## config.mk

```make
export PLATFORM = sky130hd
export DESIGN_NAME = lcd_hd44780_responder
export DESIGN_NICKNAME = d
export VERILOG_FILES = /design/src/rtl/lcd_hd44780_responder.sv
export SDC_FILE = /design/constraint.sdc
export NUM_CORES = 1
export LEC_CHECK = 0
export CORE_ASPECT_RATIO = 0.7
export CORE_MARGIN = 2
export CORE_UTILIZATION = 41
export CTS_CLUSTER_DIAMETER = 100
export DETAILED_ROUTE_END_ITERATION = 8
export DONT_BUFFER_PORTS = 1
export HOLD_SLACK_MARGIN = 0.02
export PLACE_DENSITY = 0.57
export SLEW_MARGIN = 5
export SYNTH_ARGS = -nofsm -noshare
export SYNTH_HDL_FRONTEND = slang
export SYNTH_SLANG_ARGS = --single-unit
```

## constraint.sdc

```tcl
create_clock -name clk -period 3.5 [get_ports clk]
set_clock_uncertainty 0.15 [all_clocks]
set_input_delay 0.35 -clock clk [delete_from_list [all_inputs] [get_ports clk]]
set_output_delay 0.35 -clock clk [all_outputs]
set_load 0.01 [all_outputs]
```

## src/rtl/lcd_hd44780_responder.sv

```systemverilog
// HD44780-compatible character-LCD responder (device end of the 8-bit LCD bus).
// Ports:
//   clk, rst_n                     clock, async active-low reset
//   lcd_rs/lcd_rw/lcd_e/lcd_data_in host bus (lcd_e asynchronous to clk)
//   lcd_data_out, lcd_data_oe      read data and drive enable back to the host
//   disp_row, disp_col, disp_char  16x2 readout port (1-cycle latency)
//   busy, addr_counter, mode flags decoded controller state
//   cmd_dropped, addr_error        1-cycle event pulses
module lcd_hd44780_responder #(
  parameter int unsigned BUSY_CMD   = 2000,
  parameter int unsigned BUSY_CLR   = 76500,
  parameter int unsigned PWR_CYCLES = 500000
) (
  input  logic       clk,
  input  logic       rst_n,
  input  logic       lcd_rs,
  input  logic       lcd_rw,
  input  logic       lcd_e,
  input  logic [7:0] lcd_data_in,
  output logic [7:0] lcd_data_out,
  output logic       lcd_data_oe,
  input  logic       disp_row,
  input  logic [3:0] disp_col,
  output logic [7:0] disp_char,
  output logic       busy,
  output logic [6:0] addr_counter,
  output logic       display_on,
  output logic       cursor_on,
  output logic       blink_on,
  output logic       inc_mode,
  output logic       two_line,
  output logic       cmd_dropped,
  output logic       addr_error
);

  localparam int unsigned DDRAM_N = 80;
  localparam int unsigned AC_W    = 7;
  localparam int unsigned CNT_W   = 32;
  localparam logic [7:0]  SPACE   = 8'h20;

  typedef enum logic [2:0] {
    ST_INIT_FILL,
    ST_INIT_WAIT,
    ST_IDLE,
    ST_CLR_FILL,
    ST_BUSY
  } state_t;

  // Synchronizer stages; index 0 is the first stage, index 2 holds the previous E sample.
  logic [2:0] e_sync_q, rs_sync_q, rw_sync_q;
  logic [7:0] data_s1_q, data_s2_q, data_s3_q;

  state_t            state_q, state_d;
  logic [CNT_W-1:0]  cnt_q, cnt_d;
  logic [AC_W-1:0]   fill_q, fill_d;
  logic [AC_W-1:0]   ac_q, ac_d;
  logic              display_on_q, display_on_d;
  logic              cursor_on_q, cursor_on_d;
  logic              blink_on_q, blink_on_d;
  logic              inc_mode_q, inc_mode_d;
  logic              two_line_q, two_line_d;
  logic              entry_s_q, entry_s_d;
  logic              dl_q, dl_d;
  logic              cg_sel_q, cg_sel_d;
  logic              busy_q, busy_d;
  logic              cmd_dropped_q, cmd_dropped_d;
  logic              addr_error_q, addr_error_d;
  logic [7:0]        data_out_q, data_out_d;
  logic              oe_q, oe_d;
  logic [7:0]        disp_char_q, disp_char_d;

  logic [7:0]        ddram_q [DDRAM_N];
  logic              we_c;
  logic [AC_W-1:0]   waddr_c;
  logic [7:0]        wdata_c;

  logic              ev_c, ev_rs_c, ev_rw_c;
  logic [7:0]        ev_data_c;
  logic              ready_c;
  logic [AC_W-1:0]   cur_idx_c, disp_idx_c;
  logic              cur_ok_c;
  logic [7:0]        cur_char_c;
  logic              unused_mode_c;

  // Next AC value for a +/-1 step, wrapping within the active line layout.
  function automatic logic [AC_W-1:0] ac_step(input logic [AC_W-1:0] ac, input logic inc,
                                               input logic tl);
    logic [AC_W-1:0] r;
    if (tl) begin
      if (inc) r = (ac == 7'h27) ? 7'h40 : (ac == 7'h67) ? 7'h00 : ac + 7'd1;
      else     r = (ac == 7'h40) ? 7'h27 : (ac == 7'h00) ? 7'h67 : ac - 7'd1;
    end else begin
      if (inc) r = (ac == 7'h4F) ? 7'h00 : ac + 7'd1;
      else     r = (ac == 7'h00) ? 7'h4F : ac - 7'd1;
    end
    return r;
  endfunction

  function automatic logic addr_valid(input logic [AC_W-1:0] a, input logic tl);
    if (tl) return (a <= 7'h27) || ((a >= 7'h40) && (a <= 7'h67));
    return a <= 7'h4F;
  endfunction

  // E falls in the synchronized domain; bus fields come from the last E-high stage.
  assign ev_c      = e_sync_q[2] & ~e_sync_q[1];
  assign ev_rs_c   = rs_sync_q[2];
  assign ev_rw_c   = rw_sync_q[2];
  assign ev_data_c = data_s3_q;

  // Accesses are also accepted on the final countdown cycle, as busy drops.
  assign ready_c = (state_q == ST_IDLE) ||
                   (((state_q == ST_BUSY) || (state_q == ST_INIT_WAIT)) && (cnt_q == '0));

  assign cur_idx_c  = two_line_q ? ((ac_q[6] ? 7'd40 : 7'd0) + AC_W'(ac_q[5:0])) : ac_q;
  assign cur_ok_c   = cur_idx_c < AC_W'(DDRAM_N);
  assign cur_char_c = cur_ok_c ? ddram_q[cur_idx_c] : SPACE;
  assign disp_idx_c = (disp_row ? 7'd40 : 7'd0) + AC_W'(disp_col);

  // Entry shift flag and data-length bit are stored but have no modelled effect.
  assign unused_mode_c = entry_s_q ^ dl_q;

  // Bus synchronizer.
  always_ff @(posedge clk or negedge rst_n) begin
    if (!rst_n) begin
      e_sync_q  <= '0;
      rs_sync_q <= '0;
      rw_sync_q <= '0;
      data_s1_q <= '0;
      data_s2_q <= '0;
      data_s3_q <= '0;
    end else begin
      e_sync_q  <= {e_sync_q[1:0], lcd_e};
      rs_sync_q <= {rs_sync_q[1:0], lcd_rs};
      rw_sync_q <= {rw_sync_q[1:0], lcd_rw};
      data_s1_q <= lcd_data_in;
      data_s2_q <= data_s1_q;
      data_s3_q <= data_s2_q;
    end
  end

  // Next-state, fill/countdown and access execution.
  always_comb begin
    state_d       = state_q;
    cnt_d         = (cnt_q == '0) ? '0 : cnt_q - CNT_W'(1);
    fill_d        = fill_q;
    ac_d          = ac_q;
    display_on_d  = display_on_q;
    cursor_on_d   = cursor_on_q;
    blink_on_d    = blink_on_q;
    inc_mode_d    = inc_mode_q;
    two_line_d    = two_line_q;
    entry_s_d     = entry_s_q;
    dl_d          = dl_q;
    cg_sel_d      = cg_sel_q;
    cmd_dropped_d = 1'b0;
    addr_error_d  = 1'b0;
    we_c          = 1'b0;
    waddr_c       = cur_idx_c;
    wdata_c       = ev_data_c;

    case (state_q)
      ST_INIT_FILL, ST_CLR_FILL: begin
        we_c    = 1'b1;
        waddr_c = fill_q;
        wdata_c = SPACE;
        if (fill_q == AC_W'(DDRAM_N - 1)) begin
          fill_d = '0;
          if (cnt_q == '0)                 state_d = ST_IDLE;
          else if (state_q == ST_INIT_FILL) state_d = ST_INIT_WAIT;
          else                             state_d = ST_BUSY;
        end else begin
          fill_d = fill_q + 7'd1;
        end
      end
      ST_INIT_WAIT, ST_BUSY: begin
        if (cnt_q == '0) state_d = ST_IDLE;
      end
      default: ;
    endcase

    if (ev_c) begin
      if (ev_rw_c && !ev_rs_c) begin
        // Busy-flag read: serviced while E is high, no side effects.
      end else if (!ready_c) begin
        cmd_dropped_d = 1'b1;
      end else if (ev_rw_c) begin
        ac_d    = ac_step(ac_q, inc_mode_q, two_line_q);
        state_d = ST_BUSY;
        cnt_d   = CNT_W'(BUSY_CMD - 1);
      end else if (ev_rs_c) begin
        if (!cg_sel_q) begin
          we_c = cur_ok_c;
          ac_d = ac_step(ac_q, inc_mode_q, two_line_q);
        end
        state_d = ST_BUSY;
        cnt_d   = CNT_W'(BUSY_CMD - 1);
      end else begin
        state_d = ST_BUSY;
        cnt_d   = CNT_W'(BUSY_CMD - 1);
        casez (ev_data_c)
          8'b1???????: begin
            cg_sel_d = 1'b0;
            if (addr_valid(ev_data_c[6:0], two_line_q)) ac_d = ev_data_c[6:0];
            else                                        addr_error_d = 1'b1;
          end
          8'b01??????: cg_sel_d = 1'b1;
          8'b001?????: begin
            dl_d       = ev_data_c[4];
            two_line_d = ev_data_c[3];
          end
          8'b0001????: begin
            if (!ev_data_c[3]) ac_d = ac_step(ac_q, ev_data_c[2], two_line_q);
          end
          8'b00001???: begin
            display_on_d = ev_data_c[2];
            cursor_on_d  = ev_data_c[1];
            blink_on_d   = ev_data_c[0];
          end
          8'b000001??: begin
            inc_mode_d = ev_data_c[1];
            entry_s_d  = ev_data_c[0];
          end
          8'b0000001?: begin
            ac_d  = '0;
            cnt_d = CNT_W'(BUSY_CLR - 1);
          end
          8'b00000001: begin
            ac_d       = '0;
            inc_mode_d = 1'b1;
            fill_d     = '0;
            state_d    = ST_CLR_FILL;
            cnt_d      = CNT_W'(BUSY_CLR - 1);
          end
          default: state_d = state_q;
        endcase
        if (ev_data_c == 8'h00) cnt_d = (cnt_q == '0) ? '0 : cnt_q - CNT_W'(1);
      end
    end

    busy_d      = (state_d != ST_IDLE);
    oe_d        = e_sync_q[0] & rw_sync_q[0];
    data_out_d  = oe_d ? (rs_sync_q[0] ? cur_char_c : {busy_q, ac_q}) : 8'h00;
    disp_char_d = display_on_q ? ddram_q[disp_idx_c] : SPACE;
  end

  // Control and status registers.
  always_ff @(posedge clk or negedge rst_n) begin
    if (!rst_n) begin
      state_q       <= ST_INIT_FILL;
      cnt_q         <= CNT_W'(PWR_CYCLES - 1);
      fill_q        <= '0;
      ac_q          <= '0;
      display_on_q  <= 1'b0;
      cursor_on_q   <= 1'b0;
      blink_on_q    <= 1'b0;
      inc_mode_q    <= 1'b1;
      two_line_q    <= 1'b0;
      entry_s_q     <= 1'b0;
      dl_q          <= 1'b1;
      cg_sel_q      <= 1'b0;
      busy_q        <= 1'b1;
      cmd_dropped_q <= 1'b0;
      addr_error_q  <= 1'b0;
      data_out_q    <= '0;
      oe_q          <= 1'b0;
      disp_char_q   <= '0;
    end else begin
      state_q       <= state_d;
      cnt_q         <= cnt_d;
      fill_q        <= fill_d;
      ac_q          <= ac_d;
      display_on_q  <= display_on_d;
      cursor_on_q   <= cursor_on_d;
      blink_on_q    <= blink_on_d;
      inc_mode_q    <= inc_mode_d;
      two_line_q    <= two_line_d;
      entry_s_q     <= entry_s_d;
      dl_q          <= dl_d;
      cg_sel_q      <= cg_sel_d;
      busy_q        <= busy_d;
      cmd_dropped_q <= cmd_dropped_d;
      addr_error_q  <= addr_error_d;
      data_out_q    <= data_out_d;
      oe_q          <= oe_d;
      disp_char_q   <= disp_char_d;
    end
  end

  // DDRAM storage; contents are rebuilt by the fill after every reset.
  always_ff @(posedge clk) begin
    if (we_c) ddram_q[waddr_c] <= wdata_c;
  end

  assign lcd_data_out = data_out_q;
  assign lcd_data_oe  = oe_q;
  assign disp_char    = disp_char_q;
  assign busy         = busy_q;
  assign addr_counter = ac_q;
  assign display_on   = display_on_q;
  assign cursor_on    = cursor_on_q;
  assign blink_on     = blink_on_q;
  assign inc_mode     = inc_mode_q;
  assign two_line     = two_line_q;
  assign cmd_dropped  = cmd_dropped_q;
  assign addr_error   = addr_error_q;

endmodule

```

Word level (Yosys, flattened, before mapping) --
Memories as Yosys holds them, arrays and structs flattened. Cells that the tools add are included.
Cells by class: add/subtract/negate cells 6, order comparisons 5, eq/ne operators 20, bitwise operators 6, muxes and demuxes 90, reduce and logical (&&, ||, !) cells 23
Operators by type and width (count):
- 32-bit two-way mux | 7
- 7-bit two-way mux | 27
- 8-bit two-way mux | 5
- 1-bit two-way mux | 34
- 32-bit logical NOT | 1
- 32-bit by 1-bit subtractor with 32-bit output, second input constant | 1
- 7-bit == test, second input constant | 4
- 3-bit two-way mux | 9
- 6-bit AND reduction | 4
- 7-bit one-hot mux with 3 select lines | 1
- 17-bit two-way mux | 1
- 7-bit by 1-bit adder with 7-bit output, second input constant | 2
- 7-bit <= comparator, second input constant | 2
- 6-bit two-way mux | 2
- 3-bit one-hot mux with 2 select lines | 2
- 8-bit by 1-bit == test with 1-bit output, second input constant | 1
- 8-bit logical NOT | 1
- 6-bit by 4-bit adder with 7-bit output | 1
- 6-bit by 6-bit adder with 7-bit output | 1
- 7-bit by 1-bit == test with 1-bit output, second input constant | 1
- 7-bit by 6-bit == test with 1-bit output, second input constant | 1
- 7-bit greater-or-equal comparator, second input constant | 1
- 7-bit by 6-bit <= comparator with 1-bit output, second input constant | 1
- 7-bit logical NOT | 1
- 25 further kinds | 39
Word-level totals: bits in writable memories 640, memories kept 1, bits in registers 108
Memories:
- ddram_q | depth 80, width 8, read ports 2, clocked after Yosys merged registers in 0, write ports 1, line 72 | logic [7:0] ddram_q [DDRAM_N];

Logic depth before layout (Yosys ltp) --
word-level depth 21, depth in mapped cells 12, depth with buffers taken out 8

Least setup slack after synthesis --
OpenSTA, ideal clock, no wires.
path kind reg2reg, start reg state_q[2], end mem ddram_q[0][0] (data pin), path buffers 3, data required time 2.776 ns, slack -0.325 ns, arrival 3.100 ns, cell stages (with the launch flop) 6, period minus slack after synthesis 3.825 ns, path through dfrtp_1 > buf_1 > a21oi_1 > buf_2 > buf_1 > nor2_1
Between the ends: word-level cells in the longest chain between the ends 3, elaborated cells between the ends (all ways) 4, classes of those cells eq/ne: 1; mux: 1; reduce/logical: 2
Ends and longest elaborated chain:
- start, declared | line 53 | state_t state_q, state_d;
- start signal, assigned | line 268 | state_q <= state_d;
- 3-bit by 2-bit == test with 1-bit output or 3-bit logical NOT (tied branches) | line 161 | case (state_q)
- 2-bit OR reduction (*) | line 161
- 8-bit two-way mux (*) | line 161
- via wdata_c[0] | line 75 | logic [7:0] wdata_c;
- end, declared | line 72
The timed path passes the listed nets; every way through them passes the cells marked *.

Worst setup path in the final report --
start reg ac_q[6] (netlist: addr_counter[6]), end reg data_out_q[5] (netlist: lcd_data_out[5])
Between the ends: word-level cells in the longest chain between the ends 7, elaborated cells between the ends (all ways) 8, classes of those cells add/sub: 1; order compare: 1; mux: 5; memory: 1
Ends and longest elaborated chain:
- start, declared | line 56 | logic [AC_W-1:0] ac_q, ac_d;
- start signal, assigned | line 252 | ac_q <= '0;
- start signal, assigned | line 271 | ac_q <= ac_d;
- 6-bit two-way mux | line 114 | assign cur_idx_c = two_line_q ? ((ac_q[6] ? 7'd40 : 7'd0) + AC_W'(ac_q[5:0])) : ac_q;
- 6-bit by 6-bit adder with 7-bit output | line 114
- 7-bit two-way mux (*) | line 114
- memory read 80 x 8 bit or 7-bit < comparator (tied branches)
- 8-bit two-way mux (*) | line 116 | assign cur_char_c = cur_ok_c ? ddram_q[cur_idx_c] : SPACE;
- 8-bit two-way mux (*) (2 in a row) | line 242 | data_out_d = oe_d ? (rs_sync_q[0] ? cur_char_c : {busy_q, ac_q}) : 8'h00;
- via data_out_d[5] | line 68 | logic [7:0] data_out_q, data_out_d;
- end signal, assigned | line 283 | data_out_q <= data_out_d;
- end, declared | line 68
Marks and branches as above. A chain may end at the register's enable or synchronous reset.

==> flow_summary.ini <==
[detailed_routing]
ant_nets = 0
num_vias = 21678
vias_per_cell = 6.380
drtPass1Iterations = 5
drc_errors = 0
routed_wl_mm = 109.9
post_drt_wl_per_cell_um = 32.34
drt_iter0_drc = 3300

[sta]
post-route-period-util_pct = 95.92
fmax_mhz = 297.9
finalSetupViolations = 0
period_needed_ns = 3.357
rsz0062_at_grt = no
report.final.slew_viol_count = 0
slew_headroom_pct = 30.78
tightest_slew_ns = 1.035
worst_slack_ns = 0.1428
hold_viol_final = 0
setup_tns_ns = 0

[worst_setup_path]
timing.rr.start = addr_counter[6]
crit_slowest_cell = mux2_2
end_kind = flop
cp_cell_sequence = ha_1, mux2_2, buf_4, mux4_2, nor2b_1, nor2_1, a32o_1
start_kind = flop
cp.buffers_inverters = 1
critPathArrivalTime_ns = 3.73
path_max_fanout = 22
r2r_slack_ns = 0.14
critPathMaxStageDelay_ns = 0.64
reg2reg_to = lcd_data_out[5]
path_class = reg2reg
cp_top_family = multiplexers
critical_path_required_ns = 3.87
rr_worst_depth = 7

[flow_run]
cap_viol_max_count = 0

[die]
die_h_um = 248.3
row_count = 89
die_area_mm2 = 0.08764
initial_core_util_pct = 41.41
ioPinCount = 50
fp.coreArea_mm2 = 0.08441
die_w_um = 353.0

[power]
peakVddDrop_mv = 0.3569
power.density_mw_per_mm2 = 448.5
leakage_nw = 11.67

[clocking]
cts.htree.levels = 3
cts_tree = built
clk_pin_slew_ns = 0.07
numCtsBuffers = 75
cts.sinks = 748
cts-root-buf = clkbuf_16
clk_latency_ns = 0.65
clock_path_buffers = 3

[synth]
yosys-top-cells-area = edfxtp_1 (55%), mux4_2 (19%), dfrtp_1 (6.8%), nand2_1 (1.5%), nor3_1 (1.1%)
ys_seq_area_share_pct = 62.76
syn_area_mm2 = 0.03495
async_flop_share_pct = 14.44
yosys.area.top_type_share_pct = 54.98
yosysWarnings = 0
synth-seq-cells = 748
synth_cell_types = 83
avgSynthCellArea_um2 = 16.98
synth_fp_nets = 2085
yosys_most_used_dff = edfxtp_1
syn-instance-count = 2058
synth_edf_count = 640
yosysTopAreaCell = edfxtp_1

[cells_and_area]
syn2layout_area_growth_pct = 14.76
finalCoreUtilization_pct = 47.52
layout_commonest_cell = edfxtp_1
diodes = 0
nNetsFinal = 2229
drive_gt1_share_pct = 32.91
final_cell_mix = edfxtp_1 (640), mux4_2 (302), buf_4 (186), nand2_1 (142), dfrtp_1 (92)

[status]
status = completed

[placed_design]
place_hpwl_mm = 73.75
io_buffers = 0
post-place-ws_ns = 0.07862
place_congestion = 0.9118

[worst_hold_path]
min_to = rs_sync_q[0]
hp-class = in2reg
whs_path_depth = 1
min-delay-start = lcd_rs

[grt]
grtUsageTotal_pct = 25.15
grt_overflow = 0
antenna_found_initial = 2
grt_pass1_vias = 20852
grt_first_pass_wirelength_mm = 157.8
grt_max_degree = 129
[cells by family after synthesis]
logic type	count (synthesis)	share of synthesized area [%]
adder cells (fa/ha/maj)	10	0.3508
flip-flops	748	62.76
buffers and inverters	185	2.606
multiplexers	363	21.33
XOR/XNOR	37	0.9271
AND/OR/NAND/NOR	475	7.295
AO/OA/AOI/OAI	240	4.725
[worst max-delay path by stage]
stage                                from               to  slack (ns)  depth (start not counted)
after floorplan                state_q[2]    ddram_q[0][0]       -0.32                          5
after global placement    addr_counter[6]   ddram_q[77][7]        0.16                          9
after detailed placement        cnt_q[23]   ddram_q[77][1]        0.08                          7
after CTS                       cnt_q[23]   ddram_q[77][4]        0.04                          7
after global routing            cnt_q[23]   ddram_q[55][6]        0.05                          8
final                     addr_counter[6]  lcd_data_out[5]        0.14                          7
[synthesized netlist by cell type (all sizes together), types with 9 or more instances]
library cell  count
nand2b           17
nor2             73
o211ai           10
nor3            114
mux2             27
o22ai            15
ha                9
xnor2            25
a31oi            31
and3             18
xor2             12
a221oi           10
edfxtp          640
o221ai           17
or3              10
dfrtp            95
inv              28
mux4            302
nor4             17
dfstp            13
mux2i            34
nand3            31
a21oi            42
or2               9
a211oi           17
clkbuf           90
nand2           143
buf              66
o21ai            42
a22oi            12
[flip-flops by register name, summed over array words and instances, names as in the netlist, 3 cells and up]
register,cells
ddram_q,640
e_sync_q,3
disp_char,8
data_s1_q,8
fill_q,7
rw_sync_q,3
state_q,3
cnt_q,32
data_s2_q,8
lcd_data_out,8
addr_counter,7
rs_sync_q,3
data_s3_q,8
[per-stage QoR]
step	power (mW)	cell area, um^2	std cells	hold slack, ns
floorplan	10.00	34950	2058	-0.09559
global placement	9.981	37460	3246	-0.09208
detailed placement	9.981	37460	3246	-0.09192
CTS	18.12	40090	3398	0.07463
global route	18.47	40110	3398	0.09680
finish	17.99	40110	3398	0.1148
[power by group]
part	internal (mW)	switching [mW]	total (mW)	leakage, nW
Sequential	9.57	0.0317	9.60	5.89
Clock	4.63	3.51	8.14	1.20
Combinational	0.128	0.119	0.247	4.58
Total	14.3	3.66	18.0	11.7
[layer usage]
metal	vias to the layer above	GRT usage, %	part of all wire (%)	wire [um]
met4	2	6.108	2.2	2411
met1	11411	39.03	44	48090
met2	1377	34.33	41	45440
met3	169	7.531	13	13950
met5	-	0	0.0073	8
li1	8719	-	-	-
[what timing repair did]
| item | in CTS | in global routing |
|---|---|---|
| endpoints found under the hold margin | 127 | 0 |
| resized for setup | 0 | 3 |
| setup endpoints to repair | 0 | 221 |
| buffers inserted | 0 | 0 |
| hold buffers | 16 | 0 |
[layout make-up]
type	instances	area, um^2
Tap cell	1137	1423
Clock buffer	96	2056
Clock inverter	40	397.9
Timing Repair Buffer	223	1994
Multi-Input combinational cell	1125	12190
Sequential cell	748	21950
Fill cell	7126	44300
Inverter	29	108.9
Note: power is estimated with default switching activity, not from simulation.
